[src/rtl/lenet_pkg.sv]
// Shared LeNet pipeline definitions: pixel format, pooled map geometry and
// the state encoding of the feature-map replay buffer.
package lenet_pkg;

    localparam int DATA_W     = 8;
    localparam int CONV_MAP_W = 28;
    localparam int POOL_MAP_W = CONV_MAP_W / 2;

    typedef logic signed [DATA_W-1:0] pixel_t;

    typedef enum logic [2:0] {
        ST_IDLE,
        ST_CAPTURE,
        ST_LAUNCH,
        ST_STREAM,
        ST_WAIT_ACK,
        ST_FINISH
    } replay_state_t;

    // Index width that stays at least one bit for degenerate counts.
    function automatic int idx_w(input int n);
        return (n > 1) ? $clog2(n) : 1;
    endfunction

endpackage

[src/rtl/fmap_ram.sv]
// Simple dual-port feature-map store: one write port, one read port with a
// single registered read stage (maps onto a block RAM with output reset).
module fmap_ram #(
    parameter int DEPTH  = 196,
    parameter int DATA_W = 8,
    parameter int ADDR_W = 8
) (
    input  logic              clk,
    input  logic              i_rst,
    input  logic              i_wr_en,
    input  logic [ADDR_W-1:0] i_wr_addr,
    input  logic [DATA_W-1:0] i_wr_data,
    input  logic              i_rd_en,
    input  logic [ADDR_W-1:0] i_rd_addr,
    output logic [DATA_W-1:0] o_rd_data
);

    logic [DATA_W-1:0] r_mem [DEPTH];
    logic [DATA_W-1:0] r_rd_data;

    always_ff @(posedge clk) begin
        if (i_wr_en) begin
            r_mem[i_wr_addr] <= i_wr_data;
        end
    end

    // Only the output register is reset; the array contents survive reset.
    always_ff @(posedge clk) begin
        if (i_rst) begin
            r_rd_data <= '0;
        end else if (i_rd_en) begin
            r_rd_data <= r_mem[i_rd_addr];
        end
    end

    assign o_rd_data = r_rd_data;

endmodule

[src/rtl/fmap_replay_buffer.sv]
// Captures one pooled feature map from the pool stream and replays it once
// per output filter of the next convolution layer.
module fmap_replay_buffer #(
    parameter int  MAP_WIDTH  = lenet_pkg::POOL_MAP_W,
    parameter int  DATA_W     = lenet_pkg::DATA_W,
    parameter int  NUM_PASSES = 16,
    localparam int PASS_W     = lenet_pkg::idx_w(NUM_PASSES)
) (
    input  logic              clk,
    input  logic              rst,
    input  logic              in_valid,
    input  logic [DATA_W-1:0] in_pixel,
    input  logic              in_done,
    input  logic              pass_ack,
    output logic              conv_start,
    output logic              out_valid,
    output logic [DATA_W-1:0] out_pixel,
    output logic [PASS_W-1:0] pass_idx,
    output logic              busy,
    output logic              all_done,
    output logic              err_overflow,
    output logic              err_short
);

    import lenet_pkg::*;

    localparam int N      = MAP_WIDTH * MAP_WIDTH;
    localparam int ADDR_W = $clog2(N);

    replay_state_t     r_state;
    logic [ADDR_W-1:0] r_wr_cnt;
    logic [ADDR_W-1:0] r_rd_cnt;
    logic [PASS_W-1:0] r_pass_idx;
    logic              r_conv_start;
    logic              r_out_valid;
    logic              r_all_done;
    logic              r_err_overflow;
    logic              r_err_short;

    logic              w_accepting;
    logic              w_wr_en;
    logic [ADDR_W-1:0] w_wr_addr;
    logic              w_last_wr;
    logic              w_rd_en;
    logic              w_last_rd;
    logic              w_last_pass;
    logic [DATA_W-1:0] w_rd_data;

    assign w_accepting = (r_state == ST_IDLE) || (r_state == ST_CAPTURE);
    assign w_wr_en     = in_valid && w_accepting;
    assign w_wr_addr   = (r_state == ST_CAPTURE) ? r_wr_cnt : '0;
    assign w_last_wr   = (r_state == ST_CAPTURE) && in_valid && (r_wr_cnt == ADDR_W'(N - 1));
    assign w_rd_en     = (r_state == ST_STREAM);
    assign w_last_rd   = (r_rd_cnt == ADDR_W'(N - 1));
    assign w_last_pass = (r_pass_idx == PASS_W'(NUM_PASSES - 1));

    fmap_ram #(
        .DEPTH  (N),
        .DATA_W (DATA_W),
        .ADDR_W (ADDR_W)
    ) u_ram (
        .clk       (clk),
        .i_rst     (rst),
        .i_wr_en   (w_wr_en),
        .i_wr_addr (w_wr_addr),
        .i_wr_data (in_pixel),
        .i_rd_en   (w_rd_en),
        .i_rd_addr (r_rd_cnt),
        .o_rd_data (w_rd_data)
    );

    always_ff @(posedge clk) begin
        if (rst) begin
            r_state        <= ST_IDLE;
            r_wr_cnt       <= '0;
            r_rd_cnt       <= '0;
            r_pass_idx     <= '0;
            r_conv_start   <= 1'b0;
            r_out_valid    <= 1'b0;
            r_all_done     <= 1'b0;
            r_err_overflow <= 1'b0;
            r_err_short    <= 1'b0;
        end else begin
            r_conv_start <= 1'b0;
            r_all_done   <= 1'b0;
            // Read data lands one cycle after the address, so valid trails the read enable.
            r_out_valid  <= w_rd_en;
            if (in_valid && !w_accepting) begin
                r_err_overflow <= 1'b1;
            end

            case (r_state)
                ST_IDLE: begin
                    if (in_valid) begin
                        r_wr_cnt <= ADDR_W'(1);
                        r_state  <= ST_CAPTURE;
                    end
                end
                ST_CAPTURE: begin
                    // A final pixel wins over a same-cycle in_done.
                    if (w_last_wr) begin
                        r_wr_cnt     <= '0;
                        r_pass_idx   <= '0;
                        r_conv_start <= 1'b1;
                        r_state      <= ST_LAUNCH;
                    end else if (in_done) begin
                        r_err_short <= 1'b1;
                        r_wr_cnt    <= '0;
                        r_state     <= ST_IDLE;
                    end else if (in_valid) begin
                        r_wr_cnt <= r_wr_cnt + ADDR_W'(1);
                    end
                end
                ST_LAUNCH: begin
                    r_rd_cnt <= '0;
                    r_state  <= ST_STREAM;
                end
                ST_STREAM: begin
                    r_rd_cnt <= r_rd_cnt + ADDR_W'(1);
                    if (w_last_rd) begin
                        r_state <= ST_WAIT_ACK;
                    end
                end
                ST_WAIT_ACK: begin
                    if (pass_ack) begin
                        if (w_last_pass) begin
                            r_all_done <= 1'b1;
                            r_state    <= ST_FINISH;
                        end else begin
                            r_pass_idx   <= r_pass_idx + PASS_W'(1);
                            r_conv_start <= 1'b1;
                            r_state      <= ST_LAUNCH;
                        end
                    end
                end
                ST_FINISH: begin
                    r_pass_idx <= '0;
                    r_state    <= ST_IDLE;
                end
                default: begin
                    r_state <= ST_IDLE;
                end
            endcase
        end
    end

    assign conv_start   = r_conv_start;
    assign out_valid    = r_out_valid;
    assign out_pixel    = w_rd_data;
    assign pass_idx     = r_pass_idx;
    assign busy         = (r_state != ST_IDLE);
    assign all_done     = r_all_done;
    assign err_overflow = r_err_overflow;
    assign err_short    = r_err_short;

endmodule

[config.mk]
export PLATFORM = sky130hd
export DESIGN_NAME = fmap_replay_buffer
export DESIGN_NICKNAME = d
export VERILOG_FILES = /design/src/rtl/lenet_pkg.sv /design/src/rtl/fmap_ram.sv /design/src/rtl/fmap_replay_buffer.sv
export SDC_FILE = /design/constraint.sdc
export NUM_CORES = 2
export LEC_CHECK = 0
export BUFFER_PORTS_ARGS = -buffer_cell sky130_fd_sc_hd__buf_2
export CAP_MARGIN = 10
export CORE_MARGIN = 3
export CORE_UTILIZATION = 53
export DETAILED_ROUTE_END_ITERATION = 6
export PLACE_DENSITY = 0.79
export SKIP_CTS_REPAIR_TIMING = 1
export SYNTH_ARGS = -nofsm -noshare
export SYNTH_HDL_FRONTEND = slang
export SYNTH_HIERARCHICAL = 1
export SYNTH_SLANG_ARGS = --single-unit
[constraint.sdc]
create_clock -name clk -period 8.2 [get_ports clk]
set_clock_uncertainty 0.1 [all_clocks]
set_input_delay 1.64 -clock clk [delete_from_list [all_inputs] [get_ports clk]]
set_output_delay 1.64 -clock clk [all_outputs]
set_load 0.1 [all_outputs]
# After elaboration in Yosys (flattened, before gate mapping)
# Memories as Yosys holds them, arrays and structs flattened. A register that Yosys moved wholly into a read port is not among the register bits.
# Cells that the tools add are included.
[op_classes]
n_bitwise = 3
muxes = 25
n_div = 0
n_mul = 0
magnitude_cmp = 0
n_reduce_logical = 16
add_sub_neg = 3
eq_ne = 15
shifts = 0
[ops]
columns = ["cell", "n"]
rows = [
  ["2-to-1 mux 8 bit", 5],
  ["case mux 8 bit (2 select lines)", 2],
  ["2-to-1 mux 3 bit", 6],
  ["adder 8 x 1 -> 8 bit, second input constant", 2],
  ["equality test 8 bit, second input constant", 2],
  ["case mux 3 bit (5 select lines)", 1],
  ["2-to-1 mux 4 bit", 3],
  ["case mux 4 bit (3 select lines)", 1],
  ["inequality test 2 bit, second input constant", 5],
  ["AND reduction 4 bit", 2],
  ["equality test 3 x 2 -> 1 bit, second input constant", 2],
  ["equality test 3 bit, second input constant", 2],
  ["2-to-1 mux 1 bit", 6],
  ["AND reduction 3 bit", 2],
  ["nonzero test 3 bit", 2],
  ["adder 4 x 1 -> 4 bit, second input constant", 1],
  ["equality test 4 bit, second input constant", 1],
  ["logical AND 1 bit", 4],
  ["inequality test 4 bit, second input constant", 1],
  ["nonzero test 2 bit", 2],
  ["equality test 3 x 1 -> 1 bit, second input constant", 1],
  ["logical NOT 3 bit", 1],
  ["inequality test 3 bit, second input constant", 1],
  ["NOT 1 bit", 3],
  ["4 further kinds", 4],
]
[word_totals]
wordCells = 72
rom_bits = 0
regBits = 28
latch_bits = 0
out_inout_bits = 18
mem_bits_rw = 1568
in_bits = 13
memories = 1
[mem_list]
columns = ["name", "depth", "word_bits", "read_ports", "rd_ports_with_merged_regs", "wr", "line_no", "rtl"]
rows = [
  ["u_ram.r_mem", 196, 8, 1, 1, 1, "fmap_ram.sv:18", "logic [DATA_W-1:0] r_mem [DEPTH];"],
]

# Logic depth before layout (Yosys ltp)
[depth]
ltp_word = 5
depth_mapped = 11
mapped_depth_nobuf = 9

# Cells and area by module
# Netlist, hierarchy kept.
[modules_own_cells]
columns = ["mod", "n_inst", "cells_each", "seq_area_each_um2", "area_each_um2"]
rows = [
  ["fmap_ram", 1, 3073, 47245.3, 61554.0],
  ["fmap_replay_buffer", 1, 189, 560.5, 1530.2],
]

# Least setup slack after synthesis
# OpenSTA, ideal clock, no wires.
[synth_path]
path_type = "input-to-reg"
startpoint = "in in_valid"
endpoint = "mem u_ram.r_mem[140][0] (enable)"
arrival_ns = 2.792
setup_time_ns = 0.383
required_ns = 7.717
path_slack_ns = 4.924
path_buffers = 0
stages = 5
path_cell_list = "nand2_2 -> clkinv_2 -> and3_1 -> nand3_1 -> nor3_1"
[synth_between]
elab_chain_len = 3
[synth_rtl]
columns = ["element", "line_no", "rtl"]
rows = [
  ["start, declared", "fmap_replay_buffer.sv:11", "input logic in_valid,"],
  ["logical AND 1 bit", "fmap_replay_buffer.sv:50", "assign w_wr_en = in_valid && w_accepting;"],
  ["net w_wr_en", "fmap_replay_buffer.sv:41", "logic w_wr_en;"],
  ["2-to-1 mux 1 bit", "fmap_ram.sv:22", "if (i_wr_en) begin"],
  ["2-to-1 mux 1 bit (not written as such)", "fmap_ram.sv:23", "r_mem[i_wr_addr] <= i_wr_data;"],
  ["end, declared", "fmap_ram.sv:18", ""],
]
# The timed path passes the listed nets, and every way through them passes these cells.

==> flow_results.xml <==
<?xml version="1.0" encoding="UTF-8"?>
<metrics>
  <group name="yosys">
    <metric name="syn_nets" unit="">3278</metric>
    <metric name="async_reset_ff_share" unit="%">0</metric>
    <metric name="yosysMostFrequentCell" unit="">edfxtp_1</metric>
    <metric name="synthesized_area_fraction_occupied_by_xor_and_xnor_cells" unit="%">0.06942</metric>
    <metric name="count_of_state_elements_after_synthesis" unit="">1604</metric>
    <metric name="yosys.cell_types.count" unit="">80</metric>
    <metric name="synthAdderAreaFrac" unit="%">0.05950</metric>
    <metric name="syn_area_per_cell" unit="µm²">19.34</metric>
    <metric name="synth_compound_gate_area_share" unit="%">3.798</metric>
    <metric name="most_common_library_cells_after_synthesis" unit="">edfxtp_1 (1568), mux4_2 (297), nor2_1 (246), mux2i_1 (166), nor3_1 (99)</metric>
    <metric name="synth.area.mux_share" unit="%">13.77</metric>
    <metric name="synth_enable_flop_cells" unit="">1568</metric>
    <metric name="syn_area" unit="mm²">0.06308</metric>
    <metric name="area_leader_netlist" unit="">edfxtp_1</metric>
    <metric name="yosysSeqAreaShare" unit="%">75.78</metric>
    <metric name="dominantRegCellSynth" unit="">edfxtp_1</metric>
    <metric name="synth.top_cell.area_share" unit="%">74.64</metric>
    <metric name="synth_top_family_by_area" unit="">multiplexers</metric>
    <metric name="synth-simple-area-share" unit="%">4.681</metric>
    <metric name="ys.warnings.count" unit="">6</metric>
    <metric name="post_synth_inst_count" unit="">3262</metric>
    <metric name="cell_types_with_the_largest_area_share_after_synthesis" unit="">edfxtp_1 (75%), mux4_2 (11%), mux2i_1 (2.6%)</metric>
  </group>
  <group name="global_route">
    <metric name="grt_max_degree" unit="">125</metric>
    <metric name="globalRouteTotalUtil" unit="%">26.30</metric>
    <metric name="wire_length_of_the_first_global_routing_pass" unit="µm">234000</metric>
    <metric name="globalRouteOverflowTotal" unit="">0</metric>
    <metric name="antenna_found_initial" unit="">6</metric>
    <metric name="first_global_vias" unit="">33200</metric>
  </group>
  <group name="power">
    <metric name="ir_drop" unit="mV">0.1863</metric>
    <metric name="leakagePower" unit="nW">20.48</metric>
    <metric name="power-per-cell-area" unit="mW/mm²">234.3</metric>
  </group>
  <group name="clocking">
    <metric name="numClockSinks" unit="">1604</metric>
    <metric name="htree_levels" unit="">4</metric>
    <metric name="cts-root-buf" unit="">clkbuf_16</metric>
    <metric name="cts_buffer_depth" unit="">3</metric>
    <metric name="cts_inserted_buffers" unit="">156</metric>
    <metric name="worstSkewPairLatency" unit="ns">0.77</metric>
    <metric name="clk_transition_reported_paths" unit="ns">0.06</metric>
    <metric name="cts_tree" unit="">built</metric>
  </group>
  <group name="route">
    <metric name="drt_pre_antenna_iters" unit="">6</metric>
    <metric name="drt.antenna.violating_nets" unit="">0</metric>
    <metric name="detailroute.wirelength.met2" unit="µm">73110</metric>
    <metric name="postRouteWirelength" unit="µm">160600</metric>
    <metric name="detail_route.wirelength.met1" unit="µm">59320</metric>
    <metric name="via_cell_ratio" unit="">6.888</metric>
    <metric name="initialDrtViolationCount" unit="">5343</metric>
    <metric name="maxUsedRoutingLayer" unit="">met5</metric>
    <metric name="remaining_drc_errors" unit="">0</metric>
    <metric name="route.met3.wl" unit="µm">21220</metric>
    <metric name="drt-wirelength-per-cell" unit="µm">32.33</metric>
    <metric name="vias" unit="">34230</metric>
  </group>
  <group name="timing">
    <metric name="slew_of_the_pin_with_the_lowest_slew_margin" unit="ns">1.258</metric>
    <metric name="fin_setup_tns" unit="ns">0</metric>
    <metric name="timing.final.max_slew_violations" unit="">0</metric>
    <metric name="timing.final.setup_violations" unit="">0</metric>
    <metric name="timing_hold_violations_final" unit="">0</metric>
    <metric name="final_period_minus_worst_setup_slack" unit="ns">4.387</metric>
    <metric name="max_slew_margin" unit="%">15.92</metric>
    <metric name="rsz_0062_raised_after_global_routing" unit="">false</metric>
    <metric name="fmax" unit="GHz">0.2280</metric>
    <metric name="period_utilization" unit="%">53.49</metric>
  </group>
  <group name="worst_setup_path">
    <metric name="reg2reg_to" unit="">u_ram/o_rd_data[6]</metric>
    <metric name="sum_of_buffers_and_inverters_on_the_critical_path" unit="">2</metric>
    <metric name="rr_startpoint" unit="">r_rd_cnt[0]</metric>
    <metric name="crit_arrival" unit="ns">4.88</metric>
    <metric name="critical_path.max_fanout" unit="">115</metric>
    <metric name="critical_path.cell_chain" unit="">buf_12 -&gt; mux4_2 -&gt; and2_1 -&gt; a211oi_1 -&gt; a311oi_1 -&gt; clkbuf_4 -&gt; nand4_1 -&gt; o211ai_1</metric>
    <metric name="critPathCaptureType" unit="">register</metric>
    <metric name="reg2reg_setup_slack" unit="ns">3.81</metric>
    <metric name="critical_path_startpoint_category" unit="">register</metric>
    <metric name="worst_ep_required_time" unit="ns">8.69</metric>
    <metric name="criticalPathCategory" unit="">register to register</metric>
    <metric name="cp_slowest_stage_delay" unit="ns">0.92</metric>
    <metric name="family_of_cells_with_the_greatest_summed_delay_on_the_critical_path" unit="">compound AO/OA/AOI/OAI gates</metric>
    <metric name="master_of_the_slowest_instance_on_the_critical_path" unit="">dfxtp_4</metric>
    <metric name="timing.reg2reg.worst_path_depth" unit="">8</metric>
  </group>
  <group name="floorplanning">
    <metric name="fp.coreArea" unit="mm²">0.1171</metric>
    <metric name="boundaryPins" unit="">31</metric>
    <metric name="fp.dieW" unit="µm">351</metric>
    <metric name="fp.dieArea" unit="mm²">0.1232</metric>
    <metric name="std_cell_rows" unit="">125</metric>
    <metric name="chipHeight" unit="µm">351</metric>
    <metric name="start_util" unit="%">53.85</metric>
  </group>
  <group name="placed_design">
    <metric name="gpl.final_weighted_congestion" unit="">0.9671</metric>
    <metric name="placed_cells" unit="">4679</metric>
    <metric name="dp_hpwl" unit="µm">95380</metric>
    <metric name="port_buffers" unit="">30</metric>
  </group>
  <group name="cells_and_area">
    <metric name="final-seq-area" unit="mm²">0.04782</metric>
    <metric name="finalCoreUtilization" unit="%">59.43</metric>
    <metric name="multi_input_comb_area" unit="mm²">0.01413</metric>
    <metric name="layout_overhead_on_the_synthesized_area" unit="%">10.36</metric>
    <metric name="filler_cell_count" unit="">7859</metric>
    <metric name="layout-drive-gt1-share" unit="%">19.44</metric>
    <metric name="num-nets-final" unit="">3330</metric>
    <metric name="final_cells" unit="">4969</metric>
  </group>
  <group name="min_path">
    <metric name="hold-path-endpoint" unit="">err_overflow</metric>
    <metric name="hold_path.startpoint" unit="">err_overflow</metric>
    <metric name="worst_hold_path.num_cells" unit="">2</metric>
    <metric name="class_of_the_most_critical_hold_timing_path" unit="">register to register</metric>
  </group>
  <group name="flow_run">
    <metric name="max_cap_violations" unit="">0</metric>
  </group>
  <group name="run_status">
    <metric name="outcome" unit="">finished clean</metric>
  </group>
</metrics>
[cells by family after synthesis]
logic type               Yosys count
AO/OA/AOI/OAI                    357
XOR/XNOR                           5
AND/OR/NAND/NOR                  607
flip-flops                      1604
buffers and inverters            193
multiplexers                     493
adder cells (fa/ha/maj)            3
[layer usage]
layer,vias up,track usage [%]
met5,-,0
met4,8,10.86
met3,462,7.599
met2,2755,39.04
met1,17440,36.98
li1,13570,-
[flip-flops by register name, summed over array words and instances (netlist names)]
register         count
all_done             1
conv_start           1
err_overflow         1
err_short            1
out_valid            1
pass_idx             4
r_rd_cnt             8
r_state              3
r_wr_cnt             8
u_ram/o_rd_data      8
u_ram/r_mem       1568
[how the worst max path moves through the flow]
| stage | start | to | slack [ns] | cells after the start |
|---|---|---|---|---|
| floorplan | in_valid | u_ram/r_mem[140][0] | 4.92 | 5 |
| global placement | in_valid | u_ram/r_mem[43][0] | 3.79 | 7 |
| detailed placement | in_valid | u_ram/r_mem[120][7] | 3.69 | 7 |
| CTS | r_state[0] | u_ram/r_mem[62][3] | 4.00 | 6 |
| global route | r_state[0] | u_ram/r_mem[10][0] | 3.78 | 6 |
| finish | r_rd_cnt[0] | u_ram/o_rd_data[6] | 3.81 | 8 |
[layout make-up]
cell class              count  area share (%)
diodes                      3         0.01078
clock buffers             188           6.008
clock inverters            98           1.281
inverters                  10         0.05571
multi-input cells        1465           20.29
flip-flops and latches   1604           68.69
well taps                1524           2.739
repair buffers             77          0.9202
[worst min-delay path, stage by stage (launching register included)]
cell and delay [ns]:
dfxtp_1 0.31, inv_1 0.05, a21oi_1 0.05
[placed cells by master, fill, tap and decap left out, types with 9 or more instances in the layout]
master / synthesis / layout
a211oi_1: 21 / 21
a21oi_1: 33 / 33
a221oi_1: 14 / 14
a22oi_1: 54 / 54
a31oi_1: 10 / 10
and2_1: 14 / 14
buf_2: 43 / 22
buf_4: 21 / 39
bufinv_16: 0 / 14
clkbuf_1: 74 / 24
clkbuf_16: 0 / 163
clkinv_1: 0 / 32
clkinv_2: 1 / 31
clkinvlp_4: 0 / 9
dfxtp_1: 36 / 30
edfxtp_1: 1568 / 1568
mux2_2: 30 / 30
mux2i_1: 166 / 166
mux4_2: 297 / 297
nand2_1: 64 / 63
nand2b_1: 17 / 16
nand3_1: 34 / 34
nand3b_1: 9 / 9
nand4_1: 14 / 14
nor2_1: 246 / 245
nor2b_1: 21 / 20
nor3_1: 99 / 99
nor4_1: 32 / 32
o21ai_0: 51 / 51
o21ai_1: 16 / 16
o221ai_1: 16 / 16
o22ai_1: 94 / 94
or3_1: 12 / 12
[where the power goes]
| group | leakage (nW) | switching [mW] | internal, mW | total [mW] |
|---|---|---|---|---|
| Clock | 2.47 | 3.00 | 4.08 | 7.09 |
| Combinational | 3.61 | 0.199 | 0.0230 | 0.223 |
| Sequential | 14.4 | 0.00912 | 9.00 | 9.01 |
[metrics by stage]
| step | power [mW] | setup WS, ns | instance area, µm² | hold WS, ns |
|---|---|---|---|---|
| final | 16.31 | 3.813 | 69620 | 0.3594 |
| after global routing | 16.70 | 3.775 | 69610 | 0.3898 |
| after CTS | 16.36 | 4.002 | 69600 | 0.3661 |
| after detailed placement | 9.401 | 3.691 | 64530 | 0.3565 |
| after global placement | 9.394 | 3.790 | 64530 | 0.3321 |
| after floorplan | 9.219 | 4.924 | 63080 | 0.3854 |
Note: power is estimated with default switching activity, not from simulation.
